**src/rtl/alu_arbiter.sv**
```systemverilog
// -----------------------------------------------------------------------------
// alu_arbiter
//
// Shares one execute-stage ALU between two requesters:
//   requester 0 - execute/issue path
//   requester 1 - prefetch/branch-predict address path
// Arbitration is round-robin with one grant per cycle. The granted operation is
// driven combinationally onto the ALU inputs. A tag pipeline as deep as the ALU
// latency follows each operation, so its result and overflow flag are routed
// back to the requester that issued it.
//
// Parameters:
//   DATA_WIDTH   operand/result width
//   ALU_LATENCY  cycles from the ALU enable cycle to a valid result (1..4)
//
// Ports:
//   clk, rst                      clock (rising edge), synchronous active-high reset
//   reqN_valid / reqN_ready       request handshake (ready is combinational)
//   reqN_op1 / reqN_op2 / reqN_opcode   operation payload
//   rspN_valid                    one-cycle response pulse for requester N
//   rsp_result / rsp_overflow     shared response bus, zero when no response
//   alu_operand1/2, alu_opcode, alu_en   drive the ALU instance
//   alu_result / alu_overflow     returned by the ALU
//   busy                          one or more operations in flight
//
// Optional feature, enabled by defining ALU_ARB_STICKY_OVF_EN:
//   ovf_clr                       clears both sticky overflow flags
//   ovf_sticky0 / ovf_sticky1     latch an overflowing response per requester
// -----------------------------------------------------------------------------
module alu_arbiter #(
  parameter int DATA_WIDTH  = 32,
  parameter int ALU_LATENCY = 1
) (
  input  logic                  clk,
  input  logic                  rst,
  input  logic                  req0_valid,
  output logic                  req0_ready,
  input  logic [DATA_WIDTH-1:0] req0_op1,
  input  logic [DATA_WIDTH-1:0] req0_op2,
  input  logic [2:0]            req0_opcode,
  input  logic                  req1_valid,
  output logic                  req1_ready,
  input  logic [DATA_WIDTH-1:0] req1_op1,
  input  logic [DATA_WIDTH-1:0] req1_op2,
  input  logic [2:0]            req1_opcode,
  output logic                  rsp0_valid,
  output logic                  rsp1_valid,
  output logic [DATA_WIDTH-1:0] rsp_result,
  output logic                  rsp_overflow,
  output logic [DATA_WIDTH-1:0] alu_operand1,
  output logic [DATA_WIDTH-1:0] alu_operand2,
  output logic [2:0]            alu_opcode,
  output logic                  alu_en,
  input  logic [DATA_WIDTH-1:0] alu_result,
  input  logic                  alu_overflow,
  output logic                  busy
`ifdef ALU_ARB_STICKY_OVF_EN
  ,
  input  logic                  ovf_clr,
  output logic                  ovf_sticky0,
  output logic                  ovf_sticky1
`endif
);

  // last_grant_r = 1 means requester 1 was granted last, so requester 0 wins a tie.
  logic                   last_grant_r;
  logic                   grant0_s;
  logic                   grant1_s;
  logic                   xfer_s;
  logic                   grant_id_s;
  logic [ALU_LATENCY-1:0] tag_valid_r;
  logic [ALU_LATENCY-1:0] tag_id_r;
  logic                   rsp_hit_s;
  logic                   rsp_id_s;

  // Round-robin grant decision; valids are ignored while in reset.
  always_comb begin
    grant0_s = 1'b0;
    grant1_s = 1'b0;
    if (rst) begin
      grant0_s = 1'b0;
      grant1_s = 1'b0;
    end else if (req0_valid && req1_valid) begin
      if (last_grant_r) begin
        grant0_s = 1'b1;
      end else begin
        grant1_s = 1'b1;
      end
    end else if (req0_valid) begin
      grant0_s = 1'b1;
    end else if (req1_valid) begin
      grant1_s = 1'b1;
    end else begin
      grant0_s = 1'b0;
      grant1_s = 1'b0;
    end
  end

  assign req0_ready = grant0_s;
  assign req1_ready = grant1_s;
  // A grant implies valid, so every grant is a transfer.
  assign xfer_s     = grant0_s | grant1_s;
  assign grant_id_s = grant1_s;

  // Issue mux: the granted requester's operation goes straight to the ALU.
  always_comb begin
    alu_en       = 1'b0;
    alu_operand1 = {DATA_WIDTH{1'b0}};
    alu_operand2 = {DATA_WIDTH{1'b0}};
    alu_opcode   = 3'b000;
    if (grant0_s) begin
      alu_en       = 1'b1;
      alu_operand1 = req0_op1;
      alu_operand2 = req0_op2;
      alu_opcode   = req0_opcode;
    end else if (grant1_s) begin
      alu_en       = 1'b1;
      alu_operand1 = req1_op1;
      alu_operand2 = req1_op2;
      alu_opcode   = req1_opcode;
    end else begin
      alu_en       = 1'b0;
      alu_operand1 = {DATA_WIDTH{1'b0}};
      alu_operand2 = {DATA_WIDTH{1'b0}};
      alu_opcode   = 3'b000;
    end
  end

  // Round-robin pointer: moves only when an operation is actually issued.
  always_ff @(posedge clk) begin
    if (rst) begin
      last_grant_r <= 1'b1;
    end else if (xfer_s) begin
      last_grant_r <= grant_id_s;
    end else begin
      last_grant_r <= last_grant_r;
    end
  end

  // Tag pipeline: follows each issued operation through the ALU latency.
  always_ff @(posedge clk) begin
    if (rst) begin
      tag_valid_r <= {ALU_LATENCY{1'b0}};
      tag_id_r    <= {ALU_LATENCY{1'b0}};
    end else begin
      tag_valid_r[0] <= xfer_s;
      tag_id_r[0]    <= grant_id_s;
      for (int i = 1; i < ALU_LATENCY; i++) begin
        tag_valid_r[i] <= tag_valid_r[i-1];
        tag_id_r[i]    <= tag_id_r[i-1];
      end
    end
  end

  // Gating with rst keeps results that were in flight at reset from escaping.
  assign rsp_hit_s = tag_valid_r[ALU_LATENCY-1] & ~rst;
  assign rsp_id_s  = tag_id_r[ALU_LATENCY-1];
  assign busy      = (|tag_valid_r) & ~rst;

  // Response routing: ALU result passes through only while a tag retires.
  always_comb begin
    rsp0_valid   = 1'b0;
    rsp1_valid   = 1'b0;
    rsp_result   = {DATA_WIDTH{1'b0}};
    rsp_overflow = 1'b0;
    if (rsp_hit_s) begin
      rsp0_valid   = ~rsp_id_s;
      rsp1_valid   = rsp_id_s;
      rsp_result   = alu_result;
      rsp_overflow = alu_overflow;
    end else begin
      rsp0_valid   = 1'b0;
      rsp1_valid   = 1'b0;
      rsp_result   = {DATA_WIDTH{1'b0}};
      rsp_overflow = 1'b0;
    end
  end

`ifdef ALU_ARB_STICKY_OVF_EN
  // Sticky overflow flags; a new overflow takes priority over ovf_clr.
  always_ff @(posedge clk) begin
    if (rst) begin
      ovf_sticky0 <= 1'b0;
      ovf_sticky1 <= 1'b0;
    end else begin
      if (rsp0_valid && rsp_overflow) begin
        ovf_sticky0 <= 1'b1;
      end else if (ovf_clr) begin
        ovf_sticky0 <= 1'b0;
      end else begin
        ovf_sticky0 <= ovf_sticky0;
      end
      if (rsp1_valid && rsp_overflow) begin
        ovf_sticky1 <= 1'b1;
      end else if (ovf_clr) begin
        ovf_sticky1 <= 1'b0;
      end else begin
        ovf_sticky1 <= ovf_sticky1;
      end
    end
  end
`else
  // Default build carries no sticky overflow state.
`endif

endmodule

```
**config.mk**
```make
export PLATFORM = sky130hd
export DESIGN_NAME = alu_arbiter
export DESIGN_NICKNAME = d
export VERILOG_FILES = /design/src/rtl/alu_arbiter.sv
export SDC_FILE = /design/constraint.sdc
export NUM_CORES = 1
export LEC_CHECK = 0
export ABC_AREA = 1
export ABC_CLOCK_PERIOD_IN_PS = 1900
export BUFFER_PORTS_ARGS = -buffer_cell sky130_fd_sc_hd__buf_4
export CORE_AREA = 8 8 102 104
export CTS_CLUSTER_DIAMETER = 50
export CTS_CLUSTER_SIZE = 20
export DETAILED_ROUTE_END_ITERATION = 8
export DIE_AREA = 0 0 110 112
export SYNTH_ARGS = -nofsm -noshare
export SYNTH_HDL_FRONTEND = slang
export SYNTH_SLANG_ARGS = --single-unit
export TNS_END_PERCENT = 50
```
**constraint.sdc**
```tcl
create_clock -name clk -period 1.9 [get_ports clk]
set_clock_uncertainty 0.1 [all_clocks]
set_input_delay 0 -clock clk [delete_from_list [all_inputs] [get_ports clk]]
set_output_delay 0 -clock clk [all_outputs]
set_load 0.01 [all_outputs]
```
# == Word level (Yosys, flattened, before mapping) ==
# Index checks and enable logic that the tools add are counted.
# op_classes
n_addsub,0
multipliers,0
n_div,0
magnitude_cmp,0
n_eq_ne,0
n_shift,0
mux,21
bitwise,4
reduce_logical,1
# ops
op,n
$mux W32,5
$mux W1,14
$mux W3,2
$not A1 Y1,2
$and A1 B1 Y1,1
$logic_and A1 B1 Y1,1
$or A1 B1 Y1,1
# totals
regBits,3
latchBits,0
ramBits,0
mem_bits_ro,0
input_bits,171
wordCells,29
n_memories,0

# == Logic depth before layout (Yosys ltp) ==
# Gate-level depths: netlist (run 1).
# depth
word_depth,6
ltp_mapped,6
mapped_depth_nobuf,4

# == Worst setup path before layout (run 1) ==
# No wires, ideal clock.
# synth_timing
path_type,register to output
startpoint,register last_grant_r
endpoint,output req0_ready
t_arrival_ns,0.952
setup_slack_ns,0.848
path_stages_with_launch,7
path_buffers,2
path_cell_list,dfxtp_1 > inv_1 > nand2_4 > buf_4 > buf_4 > nand2_1 > nor2_1
# synth_via
elab_chain_len,3
# synth_rtl
item,line_no,source
"start, declared",66,logic last_grant_r;
"start signal, assigned",134,last_grant_r <= grant_id_s;
"start signal, assigned",136,last_grant_r <= last_grant_r;
$mux W1,84,if (last_grant_r) begin
$mux W1,83,end else if (req0_valid && req1_valid) begin
$mux W1,80,if (rst) begin
"end, declared",37,"output logic req0_ready,"
# Every way passes these cells.

# == Final worst setup path (run 1) ==
# layout_timing
startpoint,input req0_valid
endpoint,output alu_operand2[10]
# layout_via
elab_chain_len,5
word_cells_on_any_way,9
cone_classes,8 x mux; 1 x reduce/logical
# layout_rtl
item,line_no,source
"start, declared",36,"input logic req0_valid,"
$mux W1 / $logic_and A1 B1 Y1 (equally long branches),"89, 83",
$mux W1,83,
$mux W1,80,
$mux W32,116,end else if (grant1_s) begin
$mux W32 *,111,if (grant0_s) begin
"end, declared",51,"output logic [DATA_WIDTH-1:0] alu_operand2,"
# Every way passes the cells marked *; elsewhere a longest branch is shown, timed or not.

==> results.md, run 1 <==
* LEAKAGE at 2.357 nW
* Initial DRC count at 143
* Crit path time final at 1.712 ns
* Die area at 12320 um2
* Mux cell area share after synthesis at 0
* Total Routing Usage GR at 0.1589
* Cell internal pwr at 678.3 uW
* Fmax at 584.0 MHz
* Largest net degree at the start of global routing at 72
* Share of cells above drive strength 1 at 0.5043
* CP endpoint kind: output port
* Logic pwr share at 0.770
* Yosys reg bits at 3
* Arrival @ worst endpoint at 1.61 ns
* Max_cap viols at 0
* Post-Syn Instances at 328
* Seq/Total Area, Yosys at 0.03738
* Cell Rows at 35
* Worst relative slew slack at 0.5819
* Final WS setup at 0.1878 ns
* Setup violation total in the final timing report at 0
* RSZ-0062 raised after global routing: false
* Core area at 8890 um2
* Max Root-Sink Buffers at 2
* Nets at 751
* Worst EP required at 1.80 ns
* Hold Vio Cnt, Final at 0
* Netlist cell types at 16
* Yosys warns at 0
* GRT overflow at 0
* CTS Buf Count at 3
* DRC viols at 0
* Worst Path Max Fanout at 32
* Clock latency on the worst-skew pair at 0.22 ns
* Vias in the first global route at 3191
* Max Slew Vio Count at 0
* Vias per inst at 4.693
* Synth area leader: nand4_1
* Hold Crit Class: in2out
* Ranking of synthesized cells by area: nand4_1, nand3_1, nand2_1
* Status: finished, final reports clean
* Syn_area_per_cell at 4.898 um2
* Sequential power share at 0.063
* Number of fill cells at 944
* Overall power at 1.107 mW
* Switching share of power at 0.3875
* Router iterations before antenna repair at 6
* Synth top area share at 0.2609
* EDFF count, synth at 0
* Post-DP HPWL at 8770 um
* H-tree levels at 1
* Sw Pwr at 429.0 uW
* Final core utilization at 0.4291
* FFs w/ async S/R, synth at 0
* Synth Area in Simple Gates at 0.7477
* Non-filler cells in the finished layout at 690
* Clock Sinks at 3
* Top-count cell post-synth: nand2_1
* Ant. Diodes at 0
* Die Width at 110 um
* Dpl cells at 683
* Crit path kind: in2out
* Post-Synth XOR/XNOR Area at 0
* Pre-CTS setup slack at 0.5100 ns
* Mapped cell area at 1607 um2
* First-pass GRT wire length at 16000 um
* Fraction of the mapped netlist area in adder cells at 0
* Setup TNS at 0 ns
* PD cells at 290.3 nW/um2
* Worst vdd ir at 0.1463 mV
* Port bufs at 276
* Largest family of logic cells by synthesized area: simple AND/OR/NAND/NOR gates
* Compound-Gate Fraction of Synth Area at 0.004673
* Crit share post-route at 0.9012
* Antenna-violating nets left at 0
* CTS tree: yes
* Worst-Margin Slew at 0.6249 ns
* Clock Power Share at 0.167
* Per-cell routed wire length at 15.95 um
* Syn Nets at 499
* Initial antenna violation count at 0
* Height of the die at 112 um
* Root Driver: clkbuf_8
* Type of origin of the critical path: input pin
* Io pins at 277
* RD Place Congestion at 0.7836
* Starting Density at 0.1807
* Ys flop type: dfxtp_1
* Via count at 3238
* Area Growth Syn to Fin at 137.5%
* Most frequent cells after synthesis: nand2_1, nand3_1, nand4_1
* Setup bufs post-CTS at 0
* DRT Wirelength at 11010 um
## worst paths after layout
kind	start	end	slack [ns]	cells past startpoint
worst max-delay path	req0_valid	alu_operand2[10]	0.19	7
worst min-delay path	req0_op2[4]	alu_operand2[4]	0.20	4
worst max register to register	last_grant_r	last_grant_r	0.63	4
worst min register to register	last_grant_r	last_grant_r	0.46	2
## registers in the layout (all words and copies together) (netlist names)
name,cells
tag_valid_r,1
last_grant_r,1
rsp_id_s,1
## cell type report
cell class	count	area, um2	area share
Inverter	38	142.6	0.03739
Timing Repair Buffer	286	2217	0.5812
Multi-Input combinational cell	248	1211	0.3175
Clock buffer	4	45.04	0.01181
Sequential cell	3	60.06	0.01574
Tap cell	111	138.9	0.03641
## worst max-delay path: stages
cell and delay [ns]:
dlygate4sd3_1 0.55, buf_4 0.16, nand2_2 0.31, buf_12 0.23
nand4_1 0.12, nand2_1 0.10, buf_4 0.12
## kinds of logic (layout without fill, tap and decap cells)
group           Yosys count  after routing
compound gates            1              1
buf+inv                  77            328
flops                     3              3
simple gates            247            247
## cell usage in the layout (no fill, tap or decap), types with 2 or more instances in the layout
cell type / instances
and3_1: 2
buf_12: 5
buf_4: 278
clkbuf_8: 3
dfxtp_1: 3
dlygate4sd3_1: 3
inv_1: 36
inv_2: 2
nand2_1: 68
nand2_2: 2
nand3_1: 67
nand4_1: 67
nor2_1: 39
## power groups by stage
| stage | sequential, mW | combinational [mW] | clock [mW] |
|---|---|---|---|
| 6_report | 0.0700 | 0.852 | 0.185 |
| 5_1_grt | 0.0706 | 0.931 | 0.197 |
| 4_1_cts | 0.0700 | 0.867 | 0.192 |
| 3_5_place_dp | 0.0709 | 0.859 | 0 |
| 3_3_place_gp | 0.0706 | 0.855 | 0 |
| 2_1_floorplan | 0.0701 | 0.326 | 0 |
## what timing repair did
item	CTS	global route
hold buffers	3	0
hold endpoints to repair	2	0
gates resized for setup	0	0
## through the flow
step	cell area, um2	hold slack, ns
after floorplan	1607	-0.05247
after global placement	3740	0.1237
after detailed placement	3740	0.1282
after CTS	3815	0.2064
after global routing	3815	0.2208
final	3815	0.2037
## metal layers
layer  part of all wire  track usage  up-vias
li1                   -            -     1617
met1               0.34       0.1551     1411
met2               0.51       0.2943      194
met3               0.14      0.07106       16
met4              0.012      0.03333        0
met5                  0            0        -
(Power assumes the default switching activity.)
==> run 2: changes to the inputs <==
- SETUP_SLACK_MARGIN: not set -> 0.4
==> results.md, run 2 (same netlist as run 1, synthesis figures left out) <==
* Largest net degree at the start of global routing at 72 (unchanged)
* Number of fill cells at 932 (was 944)
* Router iterations before antenna repair at 4 (was 6)
* Max Slew Vio Count at 0 (unchanged)
* Antenna-violating nets left at 0 (unchanged)
* Commonest non-fill, non-tap cell in the layout: buf_4 (unchanged)
* Worst relative slew slack at 0.7625 (was 0.5819)
* Worst Reg2Reg Path Length in Cells at 4 (unchanged)
* Area Growth Syn to Fin at 143.5% (was 137.5%)
* Reg2Reg Launch Point: last_grant_r (unchanged)
* GRT overflow at 0 (unchanged)
* Crit share post-route at 0.7284 (was 0.9012)
* Hold Crit Start: req0_valid (was req0_op2[4])
* CTS Buf Count at 3 (unchanged)
* Fmax at 722.6 MHz (was 584.0 MHz)
* LEAKAGE at 2.401 nW (was 2.357 nW)
* Crit path kind: reg2out (was in2out)
* Share of cells above drive strength 1 at 0.5128 (was 0.5043)
* CP endpoint kind: output port (unchanged)
* Worst Path Max Fanout at 23 (was 32)
* Ant. Diodes at 0 (unchanged)
* Commonest non-fill, non-tap cells in the layout: buf_4, nand2_1, nand3_1, nand4_1, nor2_1 (unchanged)
* PD cells at 291.3 nW/um2 (was 290.3 nW/um2)
* Initial antenna violation count at 0 (unchanged)
* Die area at 12320 um2 (unchanged)
* Clk pin slew, worst setup/hold paths at 0.03 ns
* Worst hold slack at 0.1844 ns (was 0.2037 ns)
* Worst Setup SP: last_grant_r (was req0_valid)
* CTS tree: yes (unchanged)
* Max Root-Sink Buffers at 2 (unchanged)
* Setup violation total in the final timing report at 0 (unchanged)
* Worst-Margin Slew at 0.3559 ns (was 0.6249 ns)
* DRT Wirelength at 11390 um (was 11010 um)
* Port bufs at 276 (unchanged)
* Root Driver: clkbuf_8 (unchanged)
* Die Width at 110 um (unchanged)
* Max_cap viols at 0 (unchanged)
* Nets at 757 (was 751)
* Io pins at 277 (unchanged)
* Worst vdd ir at 0.1425 mV (was 0.1463 mV)
* RSZ-0062 raised after global routing: false (unchanged)
* Starting Density at 0.1807 (unchanged)
* Via count at 3282 (was 3238)
* Worst Hold End: rsp_id_s (was alu_operand2[4])
* Clock Sinks at 3 (unchanged)
* Worst EP required at 1.80 ns (about the same)
* Cell Rows at 35 (unchanged)
* Crit path time final at 1.384 ns (was 1.712 ns)
* Multi-input gate area at 1241 um2 (was 1211 um2)
* Initial DRC count at 161 (was 143)
* Final instance area at 3911 um2 (was 3815 um2)
* Post-DP HPWL at 8770 um (unchanged)
* Worst R2R End: last_grant_r (unchanged)
* Hold Crit Class: in2reg (was in2out)
* First-pass GRT wire length at 16480 um (was 16000 um)
* Setup TNS at 0 ns (unchanged)
* Clock latency on the worst-skew pair at 0.22 ns (about the same)
* Dpl cell area at 3740 um2 (unchanged)
* Per-cell routed wire length at 16.37 um (was 15.95 um)
* Total Routing Usage GR at 0.1651 (was 0.1589)
* R2R setup slack at 0.84 ns (was 0.63 ns)
* Height of the die at 112 um (unchanged)
* Status: finished, final reports clean (unchanged)
* Vias in the first global route at 3242 (was 3191)
* Vias per inst at 4.716 (was 4.693)
* DRC viols at 0 (unchanged)
* H-tree levels at 1 (unchanged)
* Arrival @ worst endpoint at 1.28 ns (was 1.61 ns)
* Register Area at 61.31 um2 (was 60.06 um2)
* Type of origin of the critical path: flop (was input pin)
* Core area at 8890 um2 (unchanged)
* Hold Vio Cnt, Final at 0 (unchanged)
* RD Place Congestion at 0.7836 (unchanged)
* Final WS setup at 0.5160 ns (was 0.1878 ns)
* Hold path cells at 4 (unchanged)
* Overall power at 1.139 mW (was 1.107 mW)
* Pre-CTS setup slack at 0.5100 ns (unchanged)
run 2: cell count changes in the layout (fill, tap and decap cells not counted):
cell     delta
inv_2       +1
nand2_8     +1
dfxtp_1     -1
nand2_4     +2
buf_16      +2
buf_4       +4
dfxtp_2     +1
buf_12      -1
inv_1       -1
nand2_2     -2
run 2: final cells by class:
type | instances | share of cell area
clock buffers | 4 | 0.01152
inverters | 38 | 0.03647
multi-input cells | 249 | 0.3173
flip-flops and latches | 3 | 0.01567
well taps | 111 | 0.03551
repair buffers | 291 | 0.5835
run 2: how the worst max path moves through the flow:
stage                            end  slack, ns  depth (start not counted)
floorplan                 req0_ready       0.85                          6
global placement    alu_operand2[22]       0.53                          6
detailed placement   alu_operand1[0]       0.51                          6
CTS                 alu_operand2[22]       0.44                          6
global route         alu_operand1[0]       0.45                          6
finish              alu_operand2[22]       0.52                          6
run 2: through the flow:
stage	utilization	cells
floorplan	-	328
global placement	0.4207	683
detailed placement	0.4207	683
CTS	0.4376	694
global route	0.4400	696
finish	0.4400	696
run 2: per-layer routing:
metal,track usage,share of wire,vias up
met5,0,0,-
met1,0.1615,0.34,1451
met2,0.3079,0.51,190
met3,0.07048,0.14,8
met4,0.03423,0.0097,0
li1,-,-,1633
run 2: what timing repair did:
item                                   in CTS  in global routing
buffers inserted                            2                  2
pin swaps                                   1                  1
gates cloned                                2                  0
setup endpoints to repair                  46                 14
hold buffers                                3                  0
gates resized for setup                     5                  2
endpoints found under the hold margin       2                  0
run 2: where the power goes:
part	total [mW]	leakage, nW	switching [mW]	internal, mW
combinational	0.883	2.35	0.397	0.485
sequential	0.0718	0.0248	0.00358	0.0682
clock	0.185	0.0228	0.0418	0.143
run 2: critical path: stages (launching register included):
cell and delay [ns]:
dfxtp_2 0.35, inv_2 0.09, nand2_8 0.11, buf_16 0.17, nand3_1 0.08, nand2_1 0.12, buf_4 0.13
==> run 3: changes to the inputs <==
- ABC_CLOCK_PERIOD_IN_PS: 1900 -> 1250
- clock period: 1.9 -> 1.25 ns (I/O delays scaled with it)
==> results.md, run 3 (same netlist as run 1, synthesis figures left out) <==
* Starting Density at 0.1807 (unchanged)
* Sw Pwr at 811.9 uW (was 442.8 uW)
* Hold Vio Cnt, Final at 0 (unchanged)
* CTS tree: yes (unchanged)
* Failing checks: setup timing
* Die Width at 110 um (unchanged)
* DRC viols at 0 (unchanged)
* Logic pwr share at 0.806 (was 0.775)
* Io pins at 277 (unchanged)
* Crit path time final at 1.311 ns
* Commonest non-fill, non-tap cell in the layout: buf_4 (unchanged)
* Max Root-Sink Buffers at 2 (unchanged)
* Arrival @ worst endpoint at 1.21 ns (was 1.28 ns)
* Clock Sinks at 3 (unchanged)
* Core area at 8890 um2 (unchanged)
* First-pass GRT wire length at 17690 um (was 16480 um)
* Area Growth Syn to Fin at 192.3% (was 143.5%)
* Port bufs at 276 (unchanged)
* Final WS setup at -0.06053 ns (was 0.5160 ns)
* Sequential power share at 0.055 (was 0.063)
* Worst vdd ir at 0.2216 mV (was 0.1425 mV)
* RD Place Congestion at 0.7409 (was 0.7836)
* Crit share post-route at 1.048
* Fmax at 763.1 MHz
* Nets at 763 (was 757)
* Crit path kind: reg2out (unchanged)
* Worst EP required at 1.15 ns (was 1.80 ns)
* Type of origin of the critical path: flop (unchanged)
* Worst hold slack at 0.1352 ns (was 0.1844 ns)
* Clock latency on the worst-skew pair at 0.21 ns (was 0.22 ns)
* Max_cap viols at 0 (unchanged)
* Worst relative slew slack at 0.8381 (was 0.7625)
* Per-cell routed wire length at 18.48 um (was 16.37 um)
* Switching share of power at 0.4037 (was 0.3887)
* Antenna-violating nets left at 0 (unchanged)
* Clock Power Share at 0.139 (was 0.162)
* Total Routing Usage GR at 0.1766 (was 0.1651)
* Largest net degree at the start of global routing at 38 (was 72)
* Cell Rows at 35 (unchanged)
* Clk pin slew, worst setup/hold paths at 0.03 ns (about the same)
* Worst-Margin Slew at 0.2428 ns (was 0.3559 ns)
* LEAKAGE at 2.558 nW (was 2.401 nW)
* Commonest non-fill, non-tap cells in the layout: buf_4, nand4_1, nand2_1, nand3_1, buf_6 (was buf_4, nand2_1, nand3_1, nand4_1, nor2_1)
* Ant. Diodes at 0 (unchanged)
* GRT overflow at 0 (unchanged)
* Vias in the first global route at 3452 (was 3242)
* Die area at 12320 um2 (unchanged)
* Max Slew Vio Count at 0 (unchanged)
* Cell internal pwr at 1.199 mW (was 696.4 uW)
* Height of the die at 112 um (unchanged)
* Post-DP HPWL at 9094 um (was 8770 um)
* Initial antenna violation count at 0 (unchanged)
* Vias per inst at 4.920 (was 4.716)
* Share of cells above drive strength 1 at 0.6464 (was 0.5128)
* Worst Path Max Fanout at 13 (was 23)
* CTS Buf Count at 3 (unchanged)
* Root Driver: clkbuf_8 (unchanged)
* H-tree levels at 1 (unchanged)
* Initial DRC count at 198 (was 161)
* Overall power at 2.011 mW (was 1.139 mW)
* Router iterations before antenna repair at 4 (unchanged)
* RSZ-0062 raised after global routing: true (was false)
* Hold Crit Class: in2reg (unchanged)
* Setup violation total in the final timing report at 69 (was 0)
* Status: finished with violations (was finished, final reports clean)
* Via count at 3454 (was 3282)
* CP endpoint kind: output port (unchanged)
* DRT Wirelength at 12980 um (was 11390 um)
* PD cells at 428.2 nW/um2 (was 291.3 nW/um2)
run 3: cell types whose count changed in the layout (fill, tap and decap cells not counted), sizes merged:
cell,delta
inv,-1
clkbuf,+7
nand2,-1
clkinv,+1
buf,+1
dlygate4sd3,-1
run 3: final timing paths:
check,start,end,slack [ns],depth (start not counted)
setup / recovery,last_grant_r,alu_operand2[7],-0.06,6
hold / removal,req1_valid,tag_valid_r,0.14,3
setup reg to reg,last_grant_r,last_grant_r,0.14,5
hold reg to reg,last_grant_r,last_grant_r,0.45,2
run 3: area by class of cell:
| cell class | instances | area, um2 |
|---|---|---|
| well taps | 111 | 138.9 |
| fillers | 835 | 4194 |
| clock buffers | 4 | 45.04 |
| flip-flops and latches | 3 | 65.06 |
| inverters | 38 | 150.1 |
| multi-input cells | 248 | 1633 |
| repair buffers | 298 | 2664 |
run 3: critical path: stages, from the launching register on:
cell and delay, ns:
dfxtp_4 0.35, inv_4 0.08, nand2_8 0.09, clkbuf_16 0.19, nand3_1 0.10, nand2_2 0.05
buf_4 0.14
run 3: per-stage QoR:
| stage | instance area, um2 | TNS [ns] | utilization | cells | setup slack, ns |
|---|---|---|---|---|---|
| after global placement | 3864 | 0 | 0.4346 | 687 | 0.1240 |
| final | 4696 | -2.363 | 0.5282 | 702 | -0.06053 |
| after floorplan | 1688 | 0 | - | 328 | 0.2730 |
| after global routing | 4696 | -6.681 | 0.5282 | 702 | -0.1261 |
| after detailed placement | 3864 | 0 | 0.4346 | 687 | 0.1357 |
| after CTS | 4267 | -2.261 | 0.4799 | 694 | -0.08611 |
run 3: layer usage:
| layer | wire length, um | GRT usage | vias to the layer above |
|---|---|---|---|
| met1 | 4577 | 0.1818 | 1596 |
| met5 | 0 | 0 | - |
| met3 | 1529 | 0.07221 | 10 |
| met2 | 6726 | 0.3231 | 203 |
| li1 | - | - | 1645 |
| met4 | 142 | 0.03153 | 0 |
run 3: power by group through the flow:
stage          clock (mW)  combinational (mW)  sequential [mW]
2_1_floorplan           0               0.527            0.108
3_3_place_gp            0                1.35            0.109
3_5_place_dp            0                1.35            0.109
4_1_cts             0.289                1.48            0.109
5_1_grt             0.298                1.74            0.112
6_report            0.279                1.62            0.111
run 3: timing repair:
action / 4_1_cts / 5_1_grt
setup endpoints to repair: 107 / 109
endpoints found under the hold margin: 2 / 0
hold buffers: 2 / 0
gates cloned: 1 / 7
pin swaps: 26 / 32
gates resized for setup: 85 / 60
setup buffers: 0 / 1
